--- src/rtl/axis_block_detector.sv ---
// Per-channel AXI-Stream block flags, consecutive-stall timers and a sticky kernel
// deadlock detector feeding the deadlock monitor in the sim/debug wrapper.
module axis_block_detector #(
  parameter int unsigned          NUM_CH   = 2,
  parameter logic [NUM_CH-1:0]    DIR_MASK = NUM_CH'(1),
  parameter int unsigned          CNT_W    = 16,
  parameter int unsigned          THRESH   = 1024,
  localparam int unsigned         FCH_W    = (NUM_CH > 1) ? $clog2(NUM_CH) : 1
) (
  input  logic              kernel_monitor_clock,
  input  logic              kernel_monitor_reset,
  input  logic [NUM_CH-1:0] ch_tvalid,
  input  logic [NUM_CH-1:0] ch_tready,
  input  logic [NUM_CH-1:0] ch_en,
  input  logic              clear,
  output logic [NUM_CH-1:0] axis_block_sigs,
  output logic [NUM_CH-1:0] ch_stalled,
  output logic              deadlock,
  output logic              deadlock_pulse,
  output logic [FCH_W-1:0]  first_ch
);

  localparam int unsigned      THR_EFF = (THRESH == 0) ? 1 : THRESH;
  localparam logic [CNT_W-1:0] CNT_MAX = {CNT_W{1'b1}};

  typedef enum logic [1:0] {
    ST_MONITOR  = 2'd0,
    ST_SUSPECT  = 2'd1,
    ST_DEADLOCK = 2'd2
  } state_e;

  state_e              state_q, state_d;
  logic [CNT_W-1:0]    cnt_q [NUM_CH];
  logic [CNT_W-1:0]    cnt_d [NUM_CH];
  logic [NUM_CH-1:0]   blk_q, blk_d;
  logic [NUM_CH-1:0]   ch_stalled_q, ch_stalled_d;
  logic                deadlock_q, deadlock_d;
  logic                deadlock_pulse_q, deadlock_pulse_d;
  logic [FCH_W-1:0]    first_ch_q, first_ch_d;

  logic [NUM_CH-1:0]   raw_blk;
  logic [NUM_CH-1:0]   en_stalled;
  logic                all_en_stalled;
  logic                first_sat;
  logic [FCH_W-1:0]    lowest;

  always_ff @(posedge kernel_monitor_clock or posedge kernel_monitor_reset) begin
    if (kernel_monitor_reset) begin
      state_q          <= ST_MONITOR;
      blk_q            <= '0;
      ch_stalled_q     <= '0;
      deadlock_q       <= 1'b0;
      deadlock_pulse_q <= 1'b0;
      first_ch_q       <= '0;
      for (int i = 0; i < int'(NUM_CH); i++) cnt_q[i] <= '0;
    end else begin
      state_q          <= state_d;
      blk_q            <= blk_d;
      ch_stalled_q     <= ch_stalled_d;
      deadlock_q       <= deadlock_d;
      deadlock_pulse_q <= deadlock_pulse_d;
      first_ch_q       <= first_ch_d;
      for (int i = 0; i < int'(NUM_CH); i++) cnt_q[i] <= cnt_d[i];
    end
  end

  always_comb begin
    state_d          = state_q;
    first_ch_d       = first_ch_q;
    deadlock_pulse_d = 1'b0;
    raw_blk          = '0;
    ch_stalled_d     = '0;
    lowest           = '0;

    // Consumer ports block when ready waits on valid; producer ports the reverse.
    for (int i = 0; i < int'(NUM_CH); i++) begin
      raw_blk[i] = DIR_MASK[i] ? (ch_tready[i] & ~ch_tvalid[i])
                               : (ch_tvalid[i] & ~ch_tready[i]);
      cnt_d[i]   = raw_blk[i] ? ((cnt_q[i] == CNT_MAX) ? CNT_MAX : cnt_q[i] + CNT_W'(1))
                              : '0;
      ch_stalled_d[i] = (33'(cnt_d[i]) >= 33'(THR_EFF));
    end
    blk_d = raw_blk;

    en_stalled     = ch_en & ch_stalled_q;
    all_en_stalled = (ch_en != '0) && ((ch_en & ~ch_stalled_q) == '0);
    for (int i = int'(NUM_CH) - 1; i >= 0; i--) begin
      if (en_stalled[i]) lowest = FCH_W'(i);
    end
    first_sat = (cnt_q[first_ch_q] == CNT_MAX);

    case (state_q)
      ST_MONITOR: begin
        if (en_stalled != '0) begin
          state_d    = ST_SUSPECT;
          first_ch_d = lowest;
        end
      end
      ST_SUSPECT: begin
        if (all_en_stalled || first_sat) begin
          state_d          = ST_DEADLOCK;
          deadlock_pulse_d = 1'b1;
        end else if (en_stalled == '0) begin
          state_d = ST_MONITOR;
        end
      end
      ST_DEADLOCK: state_d = ST_DEADLOCK;
      default:     state_d = ST_MONITOR;
    endcase

    // Clear overrides any simultaneous stall or deadlock event; block flags keep tracking.
    if (clear) begin
      state_d          = ST_MONITOR;
      first_ch_d       = '0;
      deadlock_pulse_d = 1'b0;
      ch_stalled_d     = '0;
      for (int i = 0; i < int'(NUM_CH); i++) cnt_d[i] = '0;
    end

    deadlock_d = (state_d == ST_DEADLOCK);
  end

  assign axis_block_sigs = blk_q;
  assign ch_stalled      = ch_stalled_q;
  assign deadlock        = deadlock_q;
  assign deadlock_pulse  = deadlock_pulse_q;
  assign first_ch        = first_ch_q;

endmodule

--- config.mk ---
export PLATFORM = sky130hd
export DESIGN_NAME = axis_block_detector
export DESIGN_NICKNAME = d
export VERILOG_FILES = /design/src/rtl/axis_block_detector.sv
export SDC_FILE = /design/constraint.sdc
export NUM_CORES = 1
export LEC_CHECK = 0
export BUFFER_PORTS_ARGS = -buffer_cell sky130_fd_sc_hd__buf_4
export CAP_MARGIN = 20
export CORE_ASPECT_RATIO = 0.75
export CORE_MARGIN = 5
export CORE_UTILIZATION = 50
export CTS_CLUSTER_SIZE = 28
export DETAILED_ROUTE_END_ITERATION = 6
export GPL_TIMING_DRIVEN = 0
export MAX_ROUTING_LAYER = met4
export PLACE_DENSITY = 0.71
export SLEW_MARGIN = 5
export SYNTH_ARGS = -nofsm -noshare
export SYNTH_HDL_FRONTEND = slang
export SYNTH_SLANG_ARGS = --single-unit
--- constraint.sdc ---
create_clock -name kernel_monitor_clock -period 1.6 [get_ports kernel_monitor_clock]
set_clock_uncertainty 0.15 [all_clocks]
set_input_delay 0.24 -clock kernel_monitor_clock [delete_from_list [all_inputs] [get_ports kernel_monitor_clock]]
set_output_delay 0.24 -clock kernel_monitor_clock [all_outputs]
set_load 0.05 [all_outputs]
# --- Yosys cells after proc, flatten, opt, wreduce, memory -nomap -nowiden ---
# Cells that the tools add are included.
totals:
  wordCells: 59
  regBits: 41
  in_bits: 9
  output_inout_bits: 7
classes:
  n_eq_ne: 6
  reduce_logical: 10
  n_lt_le_gt_ge: 3
  muxes: 22
  bitwise_logic: 8
  n_addsub: 2
op_table:
  columns: ["cell", "n"]
  rows:
  - ["16-bit two-way mux", 7]
  - ["16-bit == test, second input constant", 3]
  - ["16-bit by 1-bit adder with 16-bit output, second input constant", 2]
  - ["16-bit by 11-bit >= comparator with 1-bit output, second input constant", 2]
  - ["32-bit two-way mux", 1]
  - ["2-bit two-way mux", 5]
  - ["1-bit two-way mux", 8]
  - ["2-bit nonzero test", 4]
  - ["2-bit zero test", 3]
  - ["2-bit case mux with 3 select lines", 1]
  - ["2-bit bitwise AND", 2]
  - ["2-bit == test, second input constant", 2]
  - ["1-bit bitwise AND", 2]
  - ["2-bit by 1-bit == test with 1-bit output, second input constant", 1]
  - ["2-bit >= comparator, second input constant", 1]
  - ["1-bit NOT", 2]
  - ["1-bit NOT with 2-bit output", 1]
  - ["2-bit NOT", 1]
  - ["2-bit AND reduction", 1]
  - ["1-bit logical AND", 1]
  - ["1-bit logical OR", 1]

# --- Logic depth before layout (Yosys ltp) ---
logic_depth:
  ltp_word: 10
  ltp_mapped: 6

# --- Worst setup path before layout ---
# OpenSTA, ideal clock, no wires.
synth_timing:
  kind: "reg-to-reg"
  start: "reg cnt_q[0] in the netlist's numbering"
  end: "reg ch_stalled_q[1], in the netlist ch_stalled[1]"
  period_less_slack_ns: 1.790
  arrival_ns: 1.509
  path_stages_with_launch: 7
  setup_ns: 0.130
  setup_slack_ns: -0.190
  cell_sequence: "dfrtp_1 ha_1 nand3_1 nor3_2 mux2_2 o22ai_1 a31oi_1"
synth_via:
  elab_chain_len: 5
  word_cells_on_any_way: 6
  classes_between: "1 x add/sub; 1 x order compare; 1 x eq/ne; 3 x mux"
synth_rtl:
  columns: ["element", "line", "text"]
  rows:
  - ["from (decl)", "33", "logic [CNT_W-1:0] cnt_q [NUM_CH];"]
  - ["16-bit by 1-bit adder with 16-bit output or 16-bit == test (tied branches)", "79", "cnt_d[i] = raw_blk[i] ? ((cnt_q[i] == CNT_MAX) ? CNT_MAX : cnt_q[i] + CNT_W'(1))"]
  - ["16-bit two-way mux (*) (2 in series)", "79", null]
  - ["16-bit by 11-bit >= comparator with 1-bit output (*)", "81", "ch_stalled_d[i] = (33'(cnt_d[i]) >= 33'(THR_EFF));"]
  - ["2-bit two-way mux (*)", "112", "if (clear) begin"]
  - ["named net ch_stalled_d[1]", "36", "logic [NUM_CH-1:0] ch_stalled_q, ch_stalled_d;"]
  - ["to (signal assigned)", "59", "ch_stalled_q <= ch_stalled_d;"]
  - ["to (decl)", "36", null]
# Mark *: on every way through the listed nets, which the timed path passes. The rest lies on a longest branch.
# A chain may end at the register's enable or synchronous reset.

# --- Final worst setup path ---
# Same ends and word-level chain as after synthesis.

==> impl_metrics.tcl <==
set metrics [dict create \
    status "finished, violations left" \
    violations "negative setup slack" \
    synth_ff_type "dfrtp_1" \
    gr-total-overflow 0 \
    leakage_nw 1.33 \
    io_pins 16 \
    ys_warn_count 0 \
    syn-cell-area_mm2 0.00216 \
    syn_nets 220 \
    numPortBuffers 14 \
    crit_path_start_kind "flop" \
    fillers 283 \
    placementRows 20 \
    core_mm2 0.00410 \
    synth.top_cell.area_share 0.475 \
    yosysTopAreaCell "dfrtp_1" \
    grt_pass1_vias 1733 \
    clockBufferDepth 2 \
    vias_per_cell 5.60 \
    wl_per_cell_um 15.8 \
    synthTopCellsByArea "dfrtp_1 (48%), a21oi_1 (6.3%), xnor2_1 (5.3%)" \
    cp_cell_sequence "ha_4 > nand3_4 > nor3_4 > mux2_4 > o22ai_2 > a31oi_1" \
    dr.pass1.iters 4 \
    worstPathArrival_ns 1.75 \
    critPathMaxStageDelay_ns 0.41 \
    via_count 1844 \
    place_ws_ns -0.251 \
    cts.sinks 41 \
    synth_most_common_cell "dfrtp_1" \
    setup_viol 17 \
    vdd_drop_max_uv 497 \
    synth-edff-count 0 \
    postRouteAntennaNets 0 \
    grt_pass1_wl_um 8290 \
    initial_core_util 0.526 \
    fmax_mhz 579 \
    crit_fanout 5 \
    cp_num_buf_inv 0 \
    finalWorstSetupSlack_ns -0.128 \
    ys_async_sr_fraction 1.00 \
    hp-start "ch_en[1]" \
    worstSetupEndpointType "flop" \
    path_clk_slew_ns 0.09 \
    yosysSeqAreaShare 0.475 \
    slowest_stage "dfrtp_2" \
    rsz0062_at_grt "true" \
    hold_violations 0 \
    synth_area_per_cell_um2 10.3 \
    hold_path_class "input pin to flop" \
    ys_top_cells_by_count "dfrtp_1 (41), a21oi_1 (27), nor2_1 (14)" \
    clk_latency_ns 0.30 \
    cts_inserted_buffers 5 \
    drcViolationCount 0 \
    timing.rr.start "cnt_q[0]" \
    dieArea_mm2 0.00574 \
    synth_cell_types 45 \
    power_w 0.00184 \
    routed_wl_um 5190 \
    drt-initial-drc-count 119 \
    period_needed_ns 1.73 \
    criticalPathCategory "flop to flop" \
    timing.max_cap.violations 0 \
    die_w_um 85.9 \
    cts_tree "yes" \
    worst_pin_slew_ns 0.502 \
    antenna_found_initial 0 \
    place_congestion 0.815 \
    cp_data_required_time_ns 1.63 \
    critical-path-top-delay-family "flip-flops" \
    fin_crit_sh 1.08 \
    startpoint "cnt_q[0]" \
    report.final.slew_viol_count 0 \
    grt_usage 0.189 \
    diodes 0 \
    h-tree-depth 2 \
    die_y_um 66.9 \
    cts_root_buffer "clkbuf_8" \
    nets 284 \
    ys_ff_latch 41 \
    slew_headroom 0.665 \
    drive_above_1_share 0.438 \
    grt_max_degree 33 \
    detailedPlacementHpwl_um 2990 \
    synthCells 209 \
    p_per_area_mw_per_mm2 613 \
    areaGrowthSynthToFinish_pct 38.8 \
]
==> cell families after synthesis <==
family	share of synthesized area
adder cells (fa/ha/maj)	0.0116
flip-flops	0.475
buffers and inverters	0.0284
AND/OR/NAND/NOR	0.245
XOR/XNOR	0.0852
AO/OA/AOI/OAI	0.140
multiplexers	0.0145
==> cell type report <==
type                            instances  area, um2  share of cell area
Clock buffer                            5       68.8              0.0230
Buffer                                  7       36.3              0.0121
Clock inverter                          3       21.3             0.00710
Multi-Input combinational cell        154       1250               0.417
Sequential cell                        41       1050               0.350
Tap cell                               55       68.8              0.0230
Timing Repair Buffer                   57        478               0.159
Inverter                                7       26.3             0.00877
==> where the power goes <==
group	total (W)	leakage [nW]	internal (W)	switching [W]
logic	0.0000960	0.744	0.0000381	0.0000579
registers	0.00105	0.540	0.00104	0.00000498
clock network	0.000694	0.0445	0.000310	0.000384
==> worst min-delay path, delay by kind of cell <==
kind | cells | cell delay (ns)
AOI/OAI and AO/OA | 2 | 0.18
buffers and inverters | 1 | 0.12
==> per-layer routing <==
metal / GRT usage / routed length [um]
met1: 0.260 / 2530
met2: 0.287 / 2390
met4: 0.0435 / 59
met5: - / 0
met3: 0.0396 / 206
==> metrics by stage <==
step | std cells | utilization | setup TNS (ns) | instance area [um2] | hold WS (ns)
after floorplan | 209 | - | -0.0894 | 2230 | 0.167
after global placement | 278 | 0.585 | -18.69 | 2400 | 0.254
after detailed placement | 279 | 0.590 | -4.90 | 2420 | 0.0377
after CTS | 312 | 0.678 | -1.01 | 2780 | 0.122
after global routing | 329 | 0.730 | -3.99 | 3000 | 0.121
final | 329 | 0.730 | -1.64 | 3000 | 0.126
==> placed cells by master (no fill, tap or decap), types with 2 or more instances in the layout <==
| cell | Yosys | layout |
|---|---|---|
| dfrtp_1 | 41 | 23 |
| nor3_1 | 5 | 3 |
| xnor2_1 | 13 | 12 |
| ha_4 | 0 | 2 |
| nor4_2 | 4 | 2 |
| o31ai_2 | 0 | 2 |
| buf_6 | 1 | 5 |
| nand4_1 | 4 | 4 |
| buf_4 | 0 | 47 |
| a31o_2 | 3 | 3 |
| nor3_4 | 0 | 4 |
| a21oi_1 | 27 | 26 |
| a31oi_1 | 2 | 2 |
| o21ai_0 | 5 | 5 |
| nor2b_1 | 2 | 2 |
| dfrtp_2 | 0 | 18 |
| xor2_1 | 8 | 8 |
| dlygate4sd3_1 | 0 | 4 |
| nand3_4 | 0 | 2 |
| nand3b_1 | 2 | 2 |
| nand2b_1 | 2 | 2 |
| inv_1 | 7 | 6 |
| buf_12 | 0 | 2 |
| nor4_4 | 0 | 2 |
| nand2_1 | 12 | 12 |
| nand3_1 | 13 | 10 |
| nand4_4 | 4 | 6 |
| clkbuf_1 | 3 | 3 |
| nor2_1 | 14 | 12 |
| clkbuf_8 | 0 | 5 |
| o31ai_1 | 4 | 2 |
| and3_1 | 3 | 3 |
| or3_1 | 2 | 2 |
==> flip-flops by register name (all words and copies together) (netlist names) <==
| signal | flops |
|---|---|
| deadlock | 1 |
| state_q | 2 |
| first_ch | 1 |
| deadlock_pulse | 1 |
| ch_stalled | 2 |
| cnt_q | 32 |
| axis_block_sigs | 2 |
==> worst paths after layout <==
path / slack (ns) / cells after the start / end
worst max-delay path: -0.13 / 6 / ch_stalled[1]
worst min-delay path: 0.13 / 3 / first_ch
worst max register to register: -0.13 / 6 / ch_stalled[1]
worst min register to register: 0.37 / 1 / cnt_q[0]
max in group asynchronous: 0.58 / 4 / cnt_q[5]
min in group asynchronous: 0.27 / 3 / cnt_q[18]
==> repair_timing <==
item / 4_1_cts / 5_1_grt
hold endpoints to repair: 26 / 0
setup buffers: 21 / 17
resized for setup: 22 / 17
hold buffers: 4 / 0
setup endpoints to repair: 29 / 31
pin swaps: 9 / 18
No activity file was read; power rests on OpenSTA's default activity.
